--- src/rtl/fetch_pkg.sv ---
// Shared types and constants for the fetch PC generator and its queues.
package fetch_pkg;

  localparam int XLEN        = 64;
  localparam int EPOCH_W     = 2;
  localparam int INSTR_BYTES = 4;

  // One decoded-side buffer entry: the PC it was fetched from plus the word.
  typedef struct packed {
    logic [XLEN-1:0] pc;
    logic [31:0]     instr;
  } fetch_entry_t;

  // One outstanding imem request: address and the epoch it was issued under.
  typedef struct packed {
    logic [XLEN-1:0]    pc;
    logic [EPOCH_W-1:0] epoch;
  } inflight_t;

endpackage

--- src/rtl/fetch_fifo.sv ---
// Show-ahead synchronous FIFO with a single-cycle flush. The head word is
// visible on data_o whenever the FIFO is non-empty; flush beats a push.
module fetch_fifo #(
  parameter int WIDTH = 8,
  parameter int DEPTH = 4
) (
  input  logic                     clk,
  input  logic                     rst,
  input  logic                     flush_i,
  input  logic                     push_i,
  input  logic [WIDTH-1:0]         data_i,
  input  logic                     pop_i,
  output logic [WIDTH-1:0]         data_o,
  output logic                     empty_o,
  output logic [$clog2(DEPTH):0]   count_o
);

  localparam int AW = $clog2(DEPTH);

  logic [WIDTH-1:0] mem_q [DEPTH];
  logic [AW-1:0]    rd_ptr_q, rd_ptr_d;
  logic [AW-1:0]    wr_ptr_q, wr_ptr_d;
  logic [AW:0]      count_q, count_d;
  logic             full;
  logic             do_push;
  logic             do_pop;

  assign empty_o = (count_q == '0);
  assign full    = (count_q == (AW+1)'(DEPTH));
  assign count_o = count_q;
  assign data_o  = mem_q[rd_ptr_q];

  // A pop is still honoured in a flush cycle; it is moot since all is cleared.
  assign do_pop  = pop_i & ~empty_o;
  assign do_push = push_i & (~full | do_pop) & ~flush_i;

  // Next-state pointers and occupancy.
  always_comb begin
    rd_ptr_d = rd_ptr_q;
    wr_ptr_d = wr_ptr_q;
    count_d  = count_q;
    if (flush_i) begin
      rd_ptr_d = '0;
      wr_ptr_d = '0;
      count_d  = '0;
    end else begin
      if (do_push) wr_ptr_d = wr_ptr_q + 1'b1;
      if (do_pop)  rd_ptr_d = rd_ptr_q + 1'b1;
      count_d = count_q + (AW+1)'(do_push) - (AW+1)'(do_pop);
    end
  end

  // Pointer and count registers.
  always_ff @(posedge clk or posedge rst) begin
    if (rst) begin
      rd_ptr_q <= '0;
      wr_ptr_q <= '0;
      count_q  <= '0;
    end else begin
      rd_ptr_q <= rd_ptr_d;
      wr_ptr_q <= wr_ptr_d;
      count_q  <= count_d;
    end
  end

  // Storage array; contents need no reset because occupancy gates reads.
  always_ff @(posedge clk) begin
    if (do_push) mem_q[wr_ptr_q] <= data_i;
  end

endmodule

--- src/rtl/fetch_pc_gen.sv ---
// Fetch PC generator: issues in-order imem requests under a credit limit,
// tags them with an epoch, buffers same-epoch responses for decode and
// discards wrong-path work when the branch unit redirects.
module fetch_pc_gen
  import fetch_pkg::*;
#(
  parameter int              XLEN     = 64,
  parameter logic [XLEN-1:0] RESET_PC = '0,
  parameter int              DEPTH    = 4,
  parameter int              EPOCH_W  = 2
) (
  input  logic               clk,
  input  logic               rst,
  input  logic               redirect_i,
  input  logic [XLEN-1:0]    redirect_pc_i,
  output logic               req_valid_o,
  output logic [XLEN-1:0]    req_pc_o,
  output logic [EPOCH_W-1:0] req_epoch_o,
  input  logic               req_ready_i,
  input  logic               rsp_valid_i,
  input  logic [31:0]        rsp_instr_i,
  input  logic [EPOCH_W-1:0] rsp_epoch_i,
  output logic               if_valid_o,
  output logic [XLEN-1:0]    if_pc_o,
  output logic [31:0]        if_instr_o,
  input  logic               if_ready_i,
  output logic               misalign_o
);

  localparam int CW = $clog2(DEPTH) + 1;

  logic [XLEN-1:0]    pc_q, pc_d;
  logic [EPOCH_W-1:0] epoch_q, epoch_d;
  logic               started_q;
  logic               misalign_q, misalign_d;

  logic                    req_fire;
  logic                    rsp_fire;
  logic                    rsp_keep;
  logic                    if_pop;
  logic [CW:0]             used_credits;

  logic [XLEN+EPOCH_W-1:0] inf_head;
  logic [XLEN-1:0]         inf_pc;
  logic [EPOCH_W-1:0]      inf_epoch;
  logic                    inf_empty;
  logic [CW-1:0]           inf_cnt;

  logic [XLEN+31:0]        buf_head;
  logic                    buf_empty;
  logic [CW-1:0]           buf_cnt;

  // Every issued request reserves one buffer slot until it is consumed or
  // dropped, so responses can never overrun the instruction buffer.
  assign used_credits = {1'b0, inf_cnt} + {1'b0, buf_cnt};
  assign req_valid_o  = started_q & (used_credits < (CW+1)'(DEPTH));
  assign req_fire     = req_valid_o & req_ready_i;
  assign req_pc_o     = pc_q;
  assign req_epoch_o  = epoch_q;

  // Responses with nothing outstanding (e.g. leftovers from before a reset)
  // are ignored.
  assign rsp_fire  = rsp_valid_i & ~inf_empty;
  assign inf_pc    = inf_head[XLEN+EPOCH_W-1:EPOCH_W];
  assign inf_epoch = inf_head[EPOCH_W-1:0];
  assign rsp_keep  = rsp_fire & (rsp_epoch_i == epoch_q) & (inf_epoch == epoch_q);

  assign if_valid_o = ~buf_empty;
  assign if_pop     = if_valid_o & if_ready_i;
  assign if_pc_o    = if_valid_o ? buf_head[XLEN+31:32] : '0;
  assign if_instr_o = if_valid_o ? buf_head[31:0]       : '0;
  assign misalign_o = misalign_q;

  // In-flight request queue: never flushed, stale entries drain on return.
  fetch_fifo #(
    .WIDTH (XLEN + EPOCH_W),
    .DEPTH (DEPTH)
  ) u_inflight (
    .clk     (clk),
    .rst     (rst),
    .flush_i (1'b0),
    .push_i  (req_fire),
    .data_i  ({pc_q, epoch_q}),
    .pop_i   (rsp_fire),
    .data_o  (inf_head),
    .empty_o (inf_empty),
    .count_o (inf_cnt)
  );

  // Instruction buffer towards decode: flushed by a redirect.
  fetch_fifo #(
    .WIDTH (XLEN + 32),
    .DEPTH (DEPTH)
  ) u_ibuf (
    .clk     (clk),
    .rst     (rst),
    .flush_i (redirect_i),
    .push_i  (rsp_keep),
    .data_i  ({inf_pc, rsp_instr_i}),
    .pop_i   (if_pop),
    .data_o  (buf_head),
    .empty_o (buf_empty),
    .count_o (buf_cnt)
  );

  // Next PC / epoch: redirect overrides sequential advance.
  always_comb begin
    pc_d       = pc_q;
    epoch_d    = epoch_q;
    misalign_d = redirect_i & (redirect_pc_i[1:0] != 2'b00);
    if (redirect_i) begin
      pc_d    = {redirect_pc_i[XLEN-1:2], 2'b00};
      epoch_d = epoch_q + 1'b1;
    end else if (req_fire) begin
      pc_d = pc_q + XLEN'(INSTR_BYTES);
    end
  end

  // PC, epoch, start flag and misalign pulse registers.
  always_ff @(posedge clk or posedge rst) begin
    if (rst) begin
      pc_q       <= RESET_PC;
      epoch_q    <= '0;
      started_q  <= 1'b0;
      misalign_q <= 1'b0;
    end else begin
      pc_q       <= pc_d;
      epoch_q    <= epoch_d;
      started_q  <= 1'b1;
      misalign_q <= misalign_d;
    end
  end

endmodule

--- config.mk ---
export PLATFORM = sky130hd
export DESIGN_NAME = fetch_pc_gen
export DESIGN_NICKNAME = d
export VERILOG_FILES = /design/src/rtl/fetch_pkg.sv /design/src/rtl/fetch_fifo.sv /design/src/rtl/fetch_pc_gen.sv
export SDC_FILE = /design/constraint.sdc
export NUM_CORES = 1
export LEC_CHECK = 0
export CAP_MARGIN = 30
export CORE_ASPECT_RATIO = 1.2
export CORE_MARGIN = 1
export CORE_UTILIZATION = 62
export DETAILED_ROUTE_END_ITERATION = 12
export PLACE_DENSITY = 0.85
export SKIP_LAST_GASP = 1
export SLEW_MARGIN = 10
export SYNTH_ARGS = -nofsm -noshare
export SYNTH_HDL_FRONTEND = slang
export SYNTH_HIERARCHICAL = 1
export SYNTH_SLANG_ARGS = --single-unit
export TNS_END_PERCENT = 10
--- constraint.sdc ---
create_clock -name clk -period 6.73 [get_ports clk]
set_clock_uncertainty 0.05 [all_clocks]
set_input_delay 2.019 -clock clk [delete_from_list [all_inputs] [get_ports clk]]
set_output_delay 2.019 -clock clk [all_outputs]
set_load 0.03 [all_outputs]
## Word-level counts from Yosys, hierarchy flattened

Memory sizes are Yosys's and may differ from the RTL's.
Cells that the tools add are included.

| cells by class | value |
|---|---|
| reduce and logical (&&, ||, !) cells | 6 |
| multiplexer cells | 13 |
| magnitude comparators | 1 |
| add/subtract/negate cells | 11 |
| bitwise gates (word level) | 19 |
| equality and inequality tests | 4 |

Operators by type and width:

| cell | count |
|---|---|
| $mux 64 | 3 |
| $add 64x3->64 const B | 1 |
| $mux 32 | 1 |
| $and 1x1->1 | 12 |
| $add 2x1->2 const B | 5 |
| $mux 2 | 4 |
| $reduce_bool 2->1 | 4 |
| $add 3x1->3 | 2 |
| $eq 3x3->1 const B | 2 |
| $logic_not 3->1 | 2 |
| $sub 3x1->3 | 2 |
| $not 1->1 | 5 |
| $add 3x3->4 | 1 |
| $eq 2x2->1 | 2 |
| $lt 4x3->1 const B | 1 |
| $mux 1 | 4 |
| $mux 3 | 1 |
| $or 1x1->1 | 2 |

| storage, ports and cells | value |
|---|---|
| bits in registers | 82 |
| memories kept | 2 |
| word-level logic and storage cells | 66 |
| bits of input ports | 104 |
| output and inout bits | 165 |
| RAM bits | 648 |

Memories:

| memory | depth | width | read ports | clocked after Yosys merged registers in | write ports | line | RTL |
|---|---|---|---|---|---|---|---|
| u_ibuf.mem_q | 4 | 96 | 1 | 0 | 1 | fetch_fifo.sv:20 | `logic [WIDTH-1:0] mem_q [DEPTH];` |
| u_inflight.mem_q | 4 | 66 | 1 | 0 | 1 | fetch_fifo.sv:20 |  |

## Longest topological paths before layout

Gate-level depths: netlist (run 1).

| depth | value |
|---|---|
| depth after elaboration | 10 |
| mapped depth | 15 |
| mapped depth without buffers | 13 |

## Modules after synthesis

Netlist (run 1), hierarchy kept.

By module, submodules not included:

| module | instances | cells each | area an instance (µm²) | sequential area each (µm²) |
|---|---|---|---|---|
| fetch_fifo at u_ibuf | 1 | 550 | 14303.7 | 11706.2 |
| fetch_fifo at u_inflight | 1 | 393 | 9992.1 | 8102.8 |
| fetch_pc_gen | 1 | 575 | 4759.6 | 1651.6 |

## Worst setup path after synthesis (run 1)

Ideal clock, no wire load.

| timing path | value |
|---|---|
| path type | input-to-reg |
| start point | input rsp_epoch_i[1] |
| end point | memory u_ibuf/mem_q[0][0] (netlist name) (enable) |
| slack | 1103 ps |
| stages | 4 |
| required time | 6214 ps |
| library setup time | 466 ps |
| path buffers | 0 |
| arrival | 5111 ps |
| cells stage by stage | or3_1 -> a21oi_1 -> nor3b_1 -> and2_1 |

| on the way | value |
|---|---|
| longest elaborated chain between the ends | 7 |

RTL lines:

| item | line | RTL |
|---|---|---|
| start, declared | fetch_pc_gen.sv:22 | `input logic [EPOCH_W-1:0] rsp_epoch_i,` |
| $eq 2x2->1 | fetch_pc_gen.sv:66 | `assign rsp_keep = rsp_fire & (rsp_epoch_i == epoch_q) & (inf_epoch == epoch_q);` |
| $and 1x1->1 (2 in a row) | fetch_pc_gen.sv:66 |  |
| via rsp_keep | fetch_pc_gen.sv:39 | `logic rsp_keep;` |
| $and 1x1->1 (2 in a row) | fetch_fifo.sv:35 | `assign do_push = push_i & (~full \| do_pop) & ~flush_i;` |
| $mux 1 | fetch_fifo.sv:68 | `if (do_push) mem_q[wr_ptr_q] <= data_i;` |
| $mux 1 (implied by the code) | fetch_fifo.sv:68 |  |
| end, declared | fetch_fifo.sv:20 |  |

The timed path passes the listed nets, and every way through them passes these cells.

## Worst setup path in the final report (run 1)

| timing path | value |
|---|---|
| start point | register u_ibuf.rd_ptr_q[0] |
| end point | output if_pc_o[36] |

| on the way | value |
|---|---|
| longest elaborated chain between the ends | 2 |

RTL lines:

| item | line | RTL |
|---|---|---|
| start, declared | fetch_fifo.sv:21 | `logic [AW-1:0] rd_ptr_q, rd_ptr_d;` |
| start signal, assigned | fetch_fifo.sv:60 | `rd_ptr_q <= rd_ptr_d;` |
| $mem_v2 4x96 | -- |  |
| via buf_head[68] | fetch_pc_gen.sv:49 | `logic [XLEN+31:0] buf_head;` |
| $mux 64 | fetch_pc_gen.sv:70 | `assign if_pc_o = if_valid_o ? buf_head[XLEN+31:32] : '0;` |
| end, declared | fetch_pc_gen.sv:24 | `output logic [XLEN-1:0] if_pc_o,` |

The timed path passes the listed nets, and every way through them passes these cells.

==> impl_metrics.toml, run 1 <==
[run_status]
status = "complete, no violations"

[min_path]
hold_class = "register to register"
holdCritStartpoint = "req_epoch_o[1]"
hold_depth = 1
worstHoldEndpoint = "req_epoch_o[1]"

[global_route]
grt_pass1_vias = 16709
grt_pass1_wl_mm = 104.7
grt_max_degree = 101
antenna_found_initial = 3
track_usage_pct = 30.69
grt_overflow_total = 0

[worst_setup_path]
path_max_fanout = 34
rrSetupSlack_ns = 2.51
worst-setup-path-type = "register to primary output"
required_ns = 4.66
r2r-end = "u_ibuf/mem_q[0][94]"
r2r_start = "u_inflight/rd_ptr_q[0]"
cp-end-kind = "primary output"
slowest_delay_ns = 0.89
slowest_stage = "dfrtp_4"
crit_buf_inv = 2
critPathLaunchType = "register"
reg2regPathDepth = 6
crit_chain = "buf_4, mux4_2, nor2b_1, clkdlybuf4s50_1"
cp_top_family = "buffers and inverters"
critPathArrivalTime_ns = 3.48

[routing]
wl_met1_mm = 25.55
via_per_inst = 6.596
dr_wl_met2_mm = 37.40
wl_met3_mm = 6.606
wl_mm = 72.48
drt-wirelength-per-cell_um = 29.27
drt_iter0_drc = 1720
top_layer = "met5"
drc = 0
num_vias = 16332
ant_nets = 0
dr.pass1.iters = 5

[power]
finalPower_mw = 9.833
pwr-share-seq_pct = 54.1
clkPwrFrac_pct = 38.5
p_switching_mw = 2.216
powerDensity_mw_per_mm2 = 284.2
leakage_nw = 10.97
power.internal_mw = 7.617
switching_share_pct = 22.54
vdd_drop_max_v = 0.0001871
comb_power_share_pct = 7.4

[floorplan]
die-width_um = 199.6
start_util_pct = 63.09
coreArea_mm2 = 0.04605
fp.dieH_um = 239.1
dieArea_mm2 = 0.04774
num_rows = 86
pin_count = 269

[cts]
cts_tree = "done"
cts.clk_slew.worst_paths_ns = 0.07
htree_levels = 3
cts.path.max_buffers = 3
clk_latency_ns = 0.60
clkSinkCount = 728
post_cts_buffers = 0
clk_root_buffer_cell = "clkbuf_16"
cts_resized = 0
cts_buffers = 67
hold_buffers = 0

[timing]
fin_tns_setup_ns = 0
setup_viol_count_final = 0
period_share_pct = 82.51
max_freq_ghz = 0.1801
tightest_slew_ns = 0.8887
relSlewSlack_pct = 40.30
maxSlewViolCount = 0
finalHoldViolations = 0
rsz0062_at_grt = "no"
layout_min_cycle_time_ns = 5.553

[cells_and_area]
final_cells = 2476
final.fill_count = 2489
finalNetCount = 1930
drive_gt1_share_pct = 17.05
fin_area_mm2 = 0.03460
syn_to_final_growth_pct = 19.08

[placed_design]
globalplace.congestion = 0.8144
dpl.hpwl_mm = 41.12
dp_cells = 2351
port_buffers = 266
placed_area_mm2 = 0.03230

[run]
cap_violations = 0

[synthesis]
yosysSeqAreaShare_pct = 73.86
synthDistinctLibCells = 54
synthArstFlopShare_pct = 10.99
synth_warnings = 6
synth_ff_type = "edfxtp_1"
synth.cell_area_mm2 = 0.02906
synth_top_area_share_pct = 66.97
ys_ff_latch = 728
syn_avg_cell_area_um2 = 19.14
synth.area.top_cells = "edfxtp_1, mux4_2, dfrtp_1"
synth_cells = 1518
synth_edf_count = 648
synth_top_area_cell = "edfxtp_1"
[cell families (layout without fill, tap and decap cells)]
kind of cell | Yosys count | count (layout) | synth area share [%]
flip-flops | 728 | 728 | 73.86
AND/OR/NAND/NOR | 366 | 366 | 7.196
multiplexers | 169 | 169 | 12.82
buffers and inverters | 103 | 434 | 2.136
AO/OA/AOI/OAI | 96 | 96 | 2.067
XOR/XNOR | 37 | 37 | 1.115
adder cells (fa/ha/maj) | 17 | 17 | 0.7837
other | 2 | 13 | 0.02585
[cell usage in the layout (no fill, tap or decap), drive strengths merged, types with 27 or more instances in the layout]
cell type and instances:
clkinv 28, nor2 46, nor2b 102, inv 27, o31ai 27, nand2 58, nand4 27, o21ai 33
or4 37, clkbuf 82, nand3 33, clkdlybuf4s50 265, a31oi 27, edfxtp 648, mux4 162, dfrtp 80
[cell type report]
cell class / instances / area (µm²) / share of cell area (%)
antenna: 1 / 2.502 / 0.007232
timing repair buffer: 289 / 3053 / 8.824
inverter: 26 / 97.59 / 0.2821
clock inverter: 37 / 325.3 / 0.9402
multi-input combinational: 697 / 7037 / 20.34
clock buffer: 82 / 1838 / 5.312
tap: 616 / 770.7 / 2.228
sequential: 728 / 21480 / 62.07
[metrics by stage]
stage | utilization (%) | hold slack [ns] | setup slack, ns
after floorplan | - | 0.5053 | 1.103
after global placement | 69.93 | 0.5196 | 1.617
after detailed placement | 70.14 | 0.5352 | 1.346
after CTS | 74.84 | 0.5709 | 1.077
after global routing | 75.12 | 0.6083 | 0.9780
final | 75.13 | 0.5802 | 1.177
[registers in the layout (all words and copies together) (netlist names), 2 cells and up]
| register | flops |
|---|---|
| u_ibuf/wr_ptr_q | 2 |
| u_inflight/rd_ptr_q | 2 |
| u_ibuf/rd_ptr_q | 2 |
| u_inflight/count_o | 3 |
| req_epoch_o | 2 |
| u_ibuf/mem_q | 384 |
| u_inflight/wr_ptr_q | 2 |
| u_ibuf/count_o | 3 |
| u_inflight/mem_q | 264 |
| req_pc_o | 62 |
[worst max-delay path by stage]
stage | from | endpoint | slack (ns) | depth (start not counted)
2_1_floorplan | rsp_epoch_i[1] | u_ibuf/mem_q[0][0] | 1.10 | 4
3_3_place_gp | rsp_valid_i | u_ibuf/mem_q[3][26] | 1.62 | 7
3_5_place_dp | rsp_valid_i | u_ibuf/mem_q[1][80] | 1.35 | 7
4_1_cts | u_ibuf/rd_ptr_q[0] | if_pc_o[37] | 1.08 | 4
5_1_grt | u_ibuf/rd_ptr_q[0] | if_pc_o[37] | 0.98 | 4
6_report | u_ibuf/rd_ptr_q[0] | if_pc_o[36] | 1.18 | 4
[power groups by stage]
stage,registers (mW),clock network (mW),logic [mW]
2_1_floorplan,5.40,0,0.355
5_1_grt,5.33,3.99,0.768
6_report,5.32,3.78,0.728
3_5_place_dp,5.40,0,0.696
3_3_place_gp,5.38,0,0.665
4_1_cts,5.31,3.81,0.714
[Yosys cell counts (all sizes together), types with 26 or more instances]
cell type	count
a31oi	27
nor2b	102
nand2	58
o21ai	33
o31ai	27
inv	26
nand3	33
dfrtp	80
clkbuf	35
or4	37
edfxtp	648
mux4	162
buf	42
nand4	27
nor2	46
[layer usage]
metal	vias to the layer above	track usage (%)
met4	6	12.31
met2	1171	51.32
met5	-	0
li1	6663	-
met1	8263	39.62
met3	229	6.292
No activity file was read; power rests on OpenSTA's default activity.
==> run 2: changes to the inputs <==
--- a/config.mk
+++ b/config.mk
@@ -8,9 +8,9 @@
 export CAP_MARGIN = 30
 export CORE_ASPECT_RATIO = 1.2
 export CORE_MARGIN = 1
-export CORE_UTILIZATION = 62
+export CORE_UTILIZATION = 52
 export DETAILED_ROUTE_END_ITERATION = 12
-export PLACE_DENSITY = 0.85
+export PLACE_DENSITY = 0.76
 export SKIP_LAST_GASP = 1
 export SLEW_MARGIN = 10
 export SYNTH_ARGS = -nofsm -noshare
==> constraint.sdc (replaced) <==
create_clock -name clk -period 4.5 [get_ports clk]
set_clock_uncertainty 0.05 [all_clocks]
set_input_delay 1.35 -clock clk [delete_from_list [all_inputs] [get_ports clk]]
set_output_delay 1.35 -clock clk [all_outputs]
set_load 0.03 [all_outputs]
==> run 2 against run 1 <==
Net effect: non-clock buffer count rose by 27; routed wire length fell by 12%; critical path depth did not move; count of clock-buffer cells in the layout rose by 6; register-to-register slack got worse by 1.4 ns; hold slack got worse by 0.017 ns; via count fell by 5.0%; worst setup slack got worse by 1.1 ns; critical path type unchanged.
==> impl_metrics.toml, run 2 (synthesis results as in run 1) <==
[worst_setup_path]
path_max_fanout = 5
cp_top_family = "simple AND/OR/NAND/NOR gates"
slowest_delay_ns = 0.70
crit_buf_inv = 1
required_ns = 3.10
critPathLaunchType = "register"
critPathArrivalTime_ns = 3.00
cp-end-kind = "primary output"
worst-setup-path-type = "register to primary output"
crit_chain = "ha_1, or4b_2, nor2_1, clkdlybuf4s50_1"
slowest_stage = "or4b_2"

[power]
clkPwrFrac_pct = 39.2
leakage_nw = 11.14
power.internal_mw = 11.56
vdd_drop_max_v = 0.0002890
comb_power_share_pct = 7.4
powerDensity_mw_per_mm2 = 421.2
switching_share_pct = 21.71
pwr-share-seq_pct = 53.4
p_switching_mw = 3.205

[floorplan]
dieArea_mm2 = 0.05683
pin_count = 269
die-width_um = 217.8
fp.dieH_um = 260.9
start_util_pct = 52.79
coreArea_mm2 = 0.05504
num_rows = 94

[global_route]
grt_overflow_total = 0
antenna_found_initial = 0
track_usage_pct = 22.98
grt_pass1_vias = 16206
grt_pass1_wl_mm = 96.77
grt_max_degree = 101

[cts]
clk_latency_ns = 0.60
cts.path.max_buffers = 3
hold_buffers = 0
clk_root_buffer_cell = "clkbuf_16"
clkSinkCount = 728
cts.clk_slew.worst_paths_ns = 0.06
cts_tree = "done"
cts_buffers = 69
htree_levels = 3

[cells_and_area]
largest-register = "u_ibuf/mem_q"
largest_register_ffs = 384
final_cell_mix = "edfxtp_1, clkdlybuf4s50_1, mux4_2, nor2b_1, dfrtp_1"
antenna_cells = 0
final_cells = 2607
finalNetCount = 1959
drive_gt1_share_pct = 18.34
syn_to_final_growth_pct = 20.65
final_common_cell = "edfxtp_1"

[timing]
tightest_slew_ns = 0.9180
rsz0062_at_grt = "no"
fin_tns_setup_ns = 0
setup_viol_count_final = 0
period_share_pct = 97.80
relSlewSlack_pct = 38.33
finalHoldViolations = 0
maxSlewViolCount = 0
max_freq_ghz = 0.2272
layout_min_cycle_time_ns = 4.401

[routing]
drc = 0
num_vias = 15513
via_per_inst = 5.951
drt_iter0_drc = 1425
ant_nets = 0
dr.pass1.iters = 7
wl_mm = 63.77
drt-wirelength-per-cell_um = 24.46

[placed_design]
dpl.hpwl_mm = 39.04
globalplace.congestion = 0.8195
dp_cells = 2485
port_buffers = 266

[run]
cap_violations = 0

[run_status]
status = "complete, no violations"

[min_path]
hold_class = "register to register"
==> run 2: cell count changes in the layout (fill, tap and decap cells not counted), moves of 2 or more <==
cell,previous run,this run
clkbuf_1,9,13
buf_4,9,30
clkinv_1,13,8
clkinvlp_4,1,3
buf_12,6,19
bufinv_16,6,8
clkbuf_8,2,4
clkinv_4,0,2
buf_16,7,1
clkinv_2,15,9
==> run 2: layout make-up <==
cell class	count	area [µm²]
Sequential cell	728	21480
Fill cell	3765	19990
Multi-Input combinational cell	697	7037
Timing Repair Buffer	316	3291
Clock buffer	88	1881
Tap cell	720	900.9
Clock inverter	32	372.9
Inverter	26	97.59
==> run 2: power by group through the flow <==
stage          clock network (mW)  logic, mW  registers [mW]
3_3_place_gp                    0       1.06            8.00
6_report                     5.79       1.09            7.89
2_1_floorplan                   0      0.532            8.07
5_1_grt                      6.12       1.17            7.91
4_1_cts                      5.90       1.10            7.88
3_5_place_dp                    0       1.09            8.02
==> run 2: routing by layer <==
layer	track usage [%]	routed length [µm]
met1	30.92	25950
met2	38.54	32190
met3	3.020	3666
met4	8.936	1969
met5	0	0
==> run 2: final timing paths <==
| path | from | end | slack (ns) | cells past startpoint |
|---|---|---|---|---|
| hold reg to reg | req_pc_o[36] | u_inflight/mem_q[0][38] | 0.56 | 0 |
| hold / removal | req_pc_o[36] | u_inflight/mem_q[0][38] | 0.56 | 0 |
| setup / recovery | u_inflight/count_o[2] | req_valid_o | 0.1 | 4 |
| max in group asynchronous | rst | req_pc_o[53] | 2.47 | 3 |
| min in group asynchronous | rst | u_ibuf/wr_ptr_q[0] | 1.07 | 2 |
| setup reg to reg | u_ibuf/count_o[1] | u_ibuf/count_o[2] | 1.07 | 14 |
==> run 2: timing repair <==
| action | 4_1_cts | 5_1_grt |
|---|---|---|
| setup buffers | 1 | 0 |
| setup endpoints to repair | 29 | 1 |
| gates resized for setup | 0 | 1 |
==> run 2: metrics by stage <==
stage	area, µm²	hold WS (ns)	setup slack [ns]	total power [mW]	util [%]
2_1_floorplan	29090	0.5053	-0.4573	8.604	-
3_3_place_gp	32750	0.5167	0.3393	9.069	59.51
3_5_place_dp	32750	0.5440	0.3147	9.115	59.51
4_1_cts	35030	0.5574	0.06189	14.88	63.64
5_1_grt	35050	0.5825	0.01647	15.20	63.69
6_report	35050	0.5636	0.09898	14.77	63.69
